==> src/rtl/smart_fans.sv <==
// Temperature-controlled 4-wire fan controller: UART command receiver, 25 kHz PWM,
// tachometer speed measurement and a once-per-second UART status report.
module smart_fans (
    input  logic       sys_clk,
    input  logic       sys_rst_n,
    input  logic [7:0] temp_data,
    input  logic       rx,
    input  logic       fg_signal,
    output logic       pwm_out,
    output logic       tx
);

    localparam int CLK_HZ     = 50_000_000;
    localparam int BAUD_DIV   = 434;
    localparam int BAUD_MID   = 217;
    localparam int PWM_PERIOD = 2000;
    localparam int SEC_CNT    = CLK_HZ;
    localparam int EDGE_SAT   = 2185;

    typedef enum logic [1:0] {
        S_IDLE = 2'd0,
        S_SEND = 2'd1,
        S_DONE = 2'd2
    } state_t;

    logic        r_rx_s1, r_rx_s2, r_rx_prev;
    logic        r_rx_busy;
    logic [8:0]  r_rx_baud;
    logic [3:0]  r_rx_bit;
    logic [7:0]  r_rx_shift;
    logic [7:0]  r_rx_low;
    logic        r_rx_ptr;
    logic [12:0] r_unpack_data;
    logic        w_rx_sample;

    logic [11:0] w_target;
    logic [11:0] w_half;
    logic [10:0] w_duty;
    logic [10:0] r_pwm_cnt;
    logic [10:0] r_duty_active;
    logic        r_pwm_out;

    logic        r_fg_s1, r_fg_s2, r_fg_prev;
    logic        w_fg_rise;
    logic [25:0] r_gate_cnt;
    logic [11:0] r_edge_cnt;
    logic [16:0] w_rpm_full;
    logic [15:0] r_rpm;

    state_t      r_state;
    logic [25:0] r_cnt_1s;
    logic [23:0] r_send_data;
    logic [4:0]  r_bit_cnt;
    logic [8:0]  r_baud_cnt;
    logic        r_send_flag;
    logic        r_bit_flag;
    logic        r_tx;
    logic [3:0]  w_pos;
    logic [2:0]  w_idx;
    logic [7:0]  w_byte;
    logic        w_tx_bit;

    assign w_rx_sample = r_rx_busy && (r_rx_baud == 9'(BAUD_MID));

    always_ff @(posedge sys_clk or negedge sys_rst_n) begin
        if (!sys_rst_n) begin
            r_rx_s1       <= 1'b1;
            r_rx_s2       <= 1'b1;
            r_rx_prev     <= 1'b1;
            r_rx_busy     <= 1'b0;
            r_rx_baud     <= '0;
            r_rx_bit      <= '0;
            r_rx_shift    <= '0;
            r_rx_low      <= '0;
            r_rx_ptr      <= 1'b0;
            r_unpack_data <= '0;
        end else begin
            r_rx_s1   <= rx;
            r_rx_s2   <= r_rx_s1;
            r_rx_prev <= r_rx_s2;
            if (!r_rx_busy) begin
                if (r_rx_prev && !r_rx_s2) begin
                    r_rx_busy <= 1'b1;
                    r_rx_baud <= '0;
                    r_rx_bit  <= '0;
                end
            end else begin
                if (r_rx_baud == 9'(BAUD_DIV - 1)) begin
                    r_rx_baud <= '0;
                    r_rx_bit  <= r_rx_bit + 4'd1;
                end else begin
                    r_rx_baud <= r_rx_baud + 9'd1;
                end
                if (w_rx_sample) begin
                    if (r_rx_bit >= 4'd1 && r_rx_bit <= 4'd8) begin
                        r_rx_shift <= {r_rx_s2, r_rx_shift[7:1]};
                    end else if (r_rx_bit == 4'd9) begin
                        r_rx_busy <= 1'b0;
                        // A bad stop bit drops the byte and resynchronises pairing on the low byte
                        if (!r_rx_s2) begin
                            r_rx_ptr <= 1'b0;
                        end else if (!r_rx_ptr) begin
                            r_rx_low <= r_rx_shift;
                            r_rx_ptr <= 1'b1;
                        end else begin
                            r_unpack_data <= {r_rx_shift[4:0], r_rx_low};
                            r_rx_ptr      <= 1'b0;
                        end
                    end
                end
            end
        end
    end

    assign w_target = r_unpack_data[11:0];
    assign w_half   = w_target >> 1;

    always_comb begin
        w_duty = '0;
        if (r_unpack_data[12]) begin
            w_duty = (w_half > 12'd2000) ? 11'd2000 : w_half[10:0];
        end else if (temp_data >= 8'd60) begin
            w_duty = 11'd2000;
        end else if (temp_data >= 8'd50) begin
            w_duty = 11'd1500;
        end else if (temp_data >= 8'd40) begin
            w_duty = 11'd1000;
        end else if (temp_data >= 8'd30) begin
            w_duty = 11'd500;
        end
    end

    // Duty is only reloaded on the last count so every period is whole
    always_ff @(posedge sys_clk or negedge sys_rst_n) begin
        if (!sys_rst_n) begin
            r_pwm_cnt     <= '0;
            r_duty_active <= '0;
            r_pwm_out     <= 1'b0;
        end else begin
            if (r_pwm_cnt == 11'(PWM_PERIOD - 1)) begin
                r_pwm_cnt     <= '0;
                r_duty_active <= w_duty;
            end else begin
                r_pwm_cnt <= r_pwm_cnt + 11'd1;
            end
            r_pwm_out <= (r_pwm_cnt < r_duty_active);
        end
    end

    assign w_fg_rise  = r_fg_s2 && !r_fg_prev;
    assign w_rpm_full = 17'(r_edge_cnt) * 17'd30;

    always_ff @(posedge sys_clk or negedge sys_rst_n) begin
        if (!sys_rst_n) begin
            r_fg_s1    <= 1'b0;
            r_fg_s2    <= 1'b0;
            r_fg_prev  <= 1'b0;
            r_gate_cnt <= '0;
            r_edge_cnt <= '0;
            r_rpm      <= '0;
        end else begin
            r_fg_s1   <= fg_signal;
            r_fg_s2   <= r_fg_s1;
            r_fg_prev <= r_fg_s2;
            if (r_gate_cnt == 26'(SEC_CNT - 1)) begin
                r_gate_cnt <= '0;
                r_rpm      <= (w_rpm_full > 17'd65535) ? 16'hFFFF : w_rpm_full[15:0];
                r_edge_cnt <= {11'd0, w_fg_rise};
            end else begin
                r_gate_cnt <= r_gate_cnt + 26'd1;
                // Holding at EDGE_SAT is enough to force the saturated RPM
                if (w_fg_rise && r_edge_cnt != 12'(EDGE_SAT)) begin
                    r_edge_cnt <= r_edge_cnt + 12'd1;
                end
            end
        end
    end

    always_comb begin
        w_pos  = r_bit_cnt[3:0];
        w_byte = r_send_data[23:16];
        if (r_bit_cnt >= 5'd20) begin
            w_pos  = 4'(r_bit_cnt - 5'd20);
            w_byte = r_send_data[7:0];
        end else if (r_bit_cnt >= 5'd10) begin
            w_pos  = 4'(r_bit_cnt - 5'd10);
            w_byte = r_send_data[15:8];
        end
        w_idx    = 3'(w_pos - 4'd1);
        w_tx_bit = 1'b1;
        if (w_pos == 4'd0) begin
            w_tx_bit = 1'b0;
        end else if (w_pos <= 4'd8) begin
            w_tx_bit = w_byte[w_idx];
        end
    end

    always_ff @(posedge sys_clk or negedge sys_rst_n) begin
        if (!sys_rst_n) begin
            r_state     <= S_IDLE;
            r_cnt_1s    <= '0;
            r_send_data <= '0;
            r_bit_cnt   <= '0;
            r_baud_cnt  <= '0;
            r_send_flag <= 1'b0;
            r_bit_flag  <= 1'b0;
            r_tx        <= 1'b1;
        end else begin
            r_cnt_1s   <= (r_cnt_1s == 26'(SEC_CNT - 1)) ? 26'd0 : r_cnt_1s + 26'd1;
            r_bit_flag <= (r_state == S_SEND) && (r_baud_cnt == 9'(BAUD_DIV - 2));
            r_tx       <= r_send_flag ? w_tx_bit : 1'b1;
            case (r_state)
                S_IDLE: begin
                    if (r_cnt_1s == 26'(SEC_CNT - 1)) begin
                        r_send_data <= {temp_data, r_rpm[15:8], r_rpm[7:0]};
                        r_bit_cnt   <= '0;
                        r_baud_cnt  <= '0;
                        r_send_flag <= 1'b1;
                        r_state     <= S_SEND;
                    end
                end
                S_SEND: begin
                    if (r_bit_flag) begin
                        r_baud_cnt <= '0;
                        if (r_bit_cnt == 5'd29) begin
                            r_send_flag <= 1'b0;
                            r_state     <= S_DONE;
                        end else begin
                            r_bit_cnt <= r_bit_cnt + 5'd1;
                        end
                    end else begin
                        r_baud_cnt <= r_baud_cnt + 9'd1;
                    end
                end
                S_DONE: begin
                    r_bit_cnt <= '0;
                    r_state   <= S_IDLE;
                end
                default: r_state <= S_IDLE;
            endcase
        end
    end

    assign pwm_out = r_pwm_out;
    assign tx      = r_tx;

endmodule

==> config.mk <==
export PLATFORM = sky130hd
export DESIGN_NAME = smart_fans
export DESIGN_NICKNAME = d
export VERILOG_FILES = /design/src/rtl/smart_fans.sv
export SDC_FILE = /design/constraint.sdc
export NUM_CORES = 1
export LEC_CHECK = 0
export CELL_PAD_IN_SITES_DETAIL_PLACEMENT = 0
export CELL_PAD_IN_SITES_GLOBAL_PLACEMENT = 2
export CORE_MARGIN = 2
export CORE_UTILIZATION = 30
export CTS_BUF_LIST = sky130_fd_sc_hd__clkbuf_16
export CTS_CLUSTER_SIZE = 30
export DETAILED_ROUTE_END_ITERATION = 10
export HOLD_SLACK_MARGIN = 0.08
export PLACE_DENSITY = 0.68
export SLEW_MARGIN = 20
export SYNTH_ARGS = -nofsm -noshare
export SYNTH_HDL_FRONTEND = slang
export SYNTH_SLANG_ARGS = --single-unit
==> constraint.sdc <==
create_clock -name sys_clk -period 3.3 [get_ports sys_clk]
set_clock_uncertainty 0.1 [all_clocks]
set_input_delay 0.66 -clock sys_clk [delete_from_list [all_inputs] [get_ports sys_clk]]
set_output_delay 0.66 -clock sys_clk [all_outputs]
set_load 0.005 [all_outputs]
# Word-level counts from Yosys, hierarchy flattened
# Cells that the tools add are included.
# word_totals
regBits	196
inputBits	12
word_cells	143
# classes
addsub	11
multipliers	1
n_lt_le_gt_ge	13
eq_ne	16
muxes	49
n_bitwise	2
reduce_logical	24
# ops
cell	n
$mux W11	5
$mux W9	6
$add A26 B1 Y26 const B	2
$eq A26 B26 Y1 const B	2
$mux W26	2
$ge A8 B6 Y1 const B	3
$mux W12	2
$mux W4	5
$add A9 B1 Y9 const B	2
$eq A9 B9 Y1 const B	2
$pmux W9 S2	1
$gt A17 B16 Y1 const B	1
$mul A12 B4 Y16 const B	1
$mux W16	1
$mux W8	2
$mux W5	3
$pmux W5 S3	1
$mux W1	14
$add A12 B1 Y12 const B	1
$ne A12 B12 Y1 const B	1
$reduce_and A4 Y1	3
$reduce_and A6 Y1	2
$add A11 B1 Y11 const B	1
$eq A11 B11 Y1 const B	1
34 further kinds	52

# Longest topological paths before layout
# depth
depth_word	9
ltp_mapped	13
mapped_depth_nobuf	13

# Worst setup path after synthesis
# Ideal clock, no wire load.
# synth_path
path_kind	register to register
from	register r_edge_cnt[4]
to	register r_rpm[11]
setup_time_ns	0.141
arrival_time_ns	3.352
t_required_ns	3.059
setup_slack_ns	-0.293
path_stages_with_launch	14
n_path_buf	1
synth_period_minus_slack_ns	3.593
path_cell_list	dfrtp_1 inv_1 fa_1 fa_1 inv_1 ha_1 a21o_1 a21oi_1 a2111oi_1 nor2_1 mux2i_1 xor2_2 buf_6 a31oi_1
# synth_between
elab_chain_len	3
# synth_rtl
item	line	text
start, declared	46	logic [11:0] r_edge_cnt;
start signal, assigned	168	r_edge_cnt <= {11'd0, w_fg_rise};
start signal, assigned	173	r_edge_cnt <= r_edge_cnt + 12'd1;
$mul A12 B4 Y16 *	151	assign w_rpm_full = 17'(r_edge_cnt) * 17'd30;
$gt A17 B16 Y1	167	r_rpm <= (w_rpm_full > 17'd65535) ? 16'hFFFF : w_rpm_full[15:0];
$mux W16 *	167	
end signal, assigned	167	
end, declared	48	logic [15:0] r_rpm;
# Mark *: on every way between the ends. The rest lies on a longest branch, timed or not.
# A chain may end at the register's enable or synchronous reset.

# Final worst setup path
# layout_path
from	register r_edge_cnt[0]
to	register r_rpm[3]
# Same word-level chain as after synthesis.

==> results_dict.tcl <==
set metrics [dict create \
    status "finished, violations left" \
    violations "setup timing" \
    synth_nets 1168 \
    drt-total-wl_um 21400 \
    finalWorstSetupSlack_ns -0.0667 \
    initial_core_util_pct 30.6 \
    switching_power_w 0.00190 \
    pre_cts_slack_ns -0.123 \
    gp_congestion 0.734 \
    combPwrFrac_pct 27.6 \
    drc 0 \
    netlist_instances 1072 \
    grt-ovfl-total 0 \
    regToRegStartpoint "r_edge_cnt[0]" \
    min_path_type "in -> async" \
    diodes 0 \
    antenna_found_initial 0 \
    rrSetupSlack_ns -0.07 \
    ys_ff_latch 194 \
    fin_nets 1226 \
    syn_to_final_growth_pct 16.3 \
    maxSlewViolCount 0 \
    synth_cell_types 66 \
    synth-edff-count 0 \
    fp.dieH_um 192 \
    htreeDepth 4 \
    cts_buffers 17 \
    die_area_um2 36800 \
    synth.avg_cell_area_um2 9.87 \
    io_pins 14 \
    timing.slew.headroom_pct 58.6 \
    clock_path_buffers 2 \
    wl_per_cell_um 13.4 \
    synthSimpleGateAreaFrac_pct 18.0 \
    rsz0062_at_grt "true" \
    synth_top_family_by_area "simple AND/OR/NAND/NOR gates" \
    intPower_w 0.00457 \
    io_buffers 13 \
    worstMarginPinSlew_ns 0.613 \
    drive_gt1_share_pct 14.1 \
    fin_crit_ns 3.37 \
    core-area_um2 34600 \
    swShare_pct 29.4 \
    seqPwrFrac_pct 39.0 \
    synthAdderAreaFrac_pct 11.4 \
    rows 68 \
    r2r_end "r_rpm[3]" \
    cp.required_ns 3.50 \
    ant_nets 0 \
    ys_async_sr_fraction_pct 100 \
    start_kind "register" \
    path_clk_slew_ns 0.07 \
    layout.cells.non_filler 1598 \
    cts_tree "yes" \
    reg2reg_depth 11 \
    setup_viol 16 \
    end_kind "register" \
    path_max_fanout 16 \
    fmax_mhz 297 \
    grt_max_degree 64 \
    irDropWorstVdd_v 0.000563 \
    num_vias 7278 \
    first_global_vias 7562 \
    whs_ns 0.101 \
    dp_cells 1565 \
    finalCritPeriodShare_pct 102 \
    synth_xor_area_share_pct 6.78 \
    clk_latency_ns 0.44 \
    final_core_utilization_pct 35.5 \
    hold_viol 0 \
    grt_pass1_wl_um 37700 \
    power.density_nw_per_um2 526 \
    die_w_um 192 \
    synth_ff_type "dfrtp_1" \
    hpwl_um 15500 \
    p_leak_nw 5.72 \
    synthesis.area_um2 10600 \
    drv_cap 0 \
    muxShareOfSynthArea_pct 4.02 \
    root_buffer "clkbuf_16" \
    clock_sinks 194 \
    groute.usage.overall_pct 12.7 \
    pwr-share-clk_pct 33.4 \
    dr.first_iter.drc_count 350 \
    firstDrtPassIters 4 \
    critPathKind "reg -> reg" \
    synth_compound_area_share_pct 9.86 \
    synth-seq-area-share_pct 45.9 \
    via_per_inst 4.55 \
    cp.arrival_ns 3.57 \
    yosysWarnings 0 \
]
==> critical path, cell delays in order, from the launching register on <==
cell and delay, ns:
dfrtp_1 0.41, fa_1 0.58, fa_1 0.44, ha_1 0.31
a21oi_2 0.06, nand4b_1 0.22, a2111oi_2 0.36, nor2_2 0.09
mux2i_2 0.22, xor2_2 0.20, buf_12 0.16, a31oi_1 0.08
==> routing by layer <==
metal	part of all wire (%)	track usage, %	wire length, um
met5	0	0	0
met4	1.2	3.67	256
met3	2.1	2.41	449
met2	46	20.6	9890
met1	51	17.1	10800
==> sequential cells by signal, indices dropped and copies added (netlist names), 11 cells and up <==
register       cells
r_unpack_data     12
r_rpm             16
r_pwm_cnt         11
r_send_data       24
r_gate_cnt        26
r_duty_active     11
r_cnt_1s          26
r_edge_cnt        12
==> what timing repair did <==
action,CTS,global route
setup buffers,1,0
resized for setup,3,4
pin swaps,5,6
endpoints found under the setup margin,16,16
hold buffers,0,0
hold endpoints to repair,0,0
==> worst max-delay path by stage <==
stage,startpoint,endpoint,slack [ns],depth (start not counted)
floorplan,r_edge_cnt[2],r_rpm[11],-0.08,13
global placement,r_edge_cnt[2],r_rpm[15],-0.10,13
detailed placement,r_edge_cnt[2],r_rpm[15],-0.12,13
CTS,r_edge_cnt[0],r_rpm[1],-0.1,11
global route,r_edge_cnt[5],r_rpm[6],-0.23,12
finish,r_edge_cnt[0],r_rpm[3],-0.07,11
==> placed cells by master, fill, tap and decap left out, drive strengths merged, types with 6 or more instances in the layout <==
| cell type | n |
|---|---|
| xnor2 | 48 |
| inv | 79 |
| a21oi | 40 |
| nand3 | 41 |
| nor2 | 107 |
| a21o | 7 |
| nand2b | 12 |
| o31ai | 7 |
| buf | 55 |
| or3 | 7 |
| and3 | 18 |
| mux2i | 11 |
| and4 | 9 |
| dfrtp | 190 |
| xor2 | 33 |
| o21ai | 62 |
| nor4 | 7 |
| fa | 21 |
| nand2 | 153 |
| and2 | 6 |
| clkdlybuf4s50 | 12 |
| nor3 | 6 |
| nand4 | 11 |
| clkbuf | 18 |
| a31oi | 20 |
| mux2 | 26 |
| ha | 63 |
| nor2b | 10 |
==> final cells by class <==
class / instances / area (um2)
clock buffer: 17 / 425
clock inverter: 15 / 176
fill: 3530 / 22300
inverter: 72 / 275
multi-input combinational: 777 / 5410
sequential: 194 / 4860
tap: 455 / 569
timing repair buffer: 68 / 588
==> synthesized netlist by cell type, types with 5 or more instances <==
| cell | instances | area [um2] |
|---|---|---|
| or3_1 | 7 | 43.8 |
| inv_1 | 72 | 270 |
| xor2_1 | 32 | 280 |
| mux2_2 | 26 | 293 |
| nand2_1 | 153 | 574 |
| a21oi_1 | 40 | 200 |
| nand2b_1 | 12 | 75.1 |
| buf_2 | 9 | 45.0 |
| o31ai_1 | 7 | 52.6 |
| nand3_1 | 41 | 205 |
| nor4_1 | 6 | 37.5 |
| nor2_1 | 106 | 398 |
| mux2i_1 | 11 | 110 |
| clkbuf_1 | 12 | 45.0 |
| nor2b_1 | 10 | 62.6 |
| xnor2_1 | 48 | 420 |
| nand4_1 | 11 | 68.8 |
| a21o_1 | 7 | 52.6 |
| dfrtp_1 | 190 | 4750 |
| and3_1 | 18 | 113 |
| fa_1 | 21 | 420 |
| o21a_1 | 5 | 37.5 |
| and2_1 | 6 | 37.5 |
| and4_1 | 9 | 78.8 |
| o21ai_0 | 61 | 305 |
| a31oi_1 | 19 | 119 |
| nor3_1 | 5 | 25.0 |
| ha_1 | 63 | 788 |
==> power by group through the flow <==
stage / clock network [W] / registers, W / logic, W
after floorplan: 0 / 0.00257 / 0.00113
after global placement: 0 / 0.00257 / 0.00172
after detailed placement: 0 / 0.00257 / 0.00174
after CTS: 0.00225 / 0.00252 / 0.00180
after global routing: 0.00234 / 0.00254 / 0.00203
final: 0.00216 / 0.00253 / 0.00179
==> per-stage QoR <==
| stage | setup TNS (ns) | cell area, um2 | total power, W |
|---|---|---|---|
| detailed placement | -1.41 | 11700 | 0.00432 |
| global placement | -1.03 | 11700 | 0.00429 |
| global route | -3.35 | 12300 | 0.00690 |
| CTS | -1.38 | 12300 | 0.00657 |
| floorplan | -0.721 | 10700 | 0.00370 |
| finish | -0.925 | 12300 | 0.00647 |
==> cells by family (layout without fill, tap and decap cells) <==
| family | Yosys count | in the layout |
|---|---|---|
| buffers and inverters | 101 | 172 |
| XOR/XNOR | 81 | 81 |
| AO/OA/AOI/OAI | 170 | 170 |
| multiplexers | 38 | 38 |
| AND/OR/NAND/NOR | 404 | 404 |
| adder cells (fa/ha/maj) | 84 | 84 |
| flip-flops | 194 | 194 |
Power figures use the tool's default switching activity.
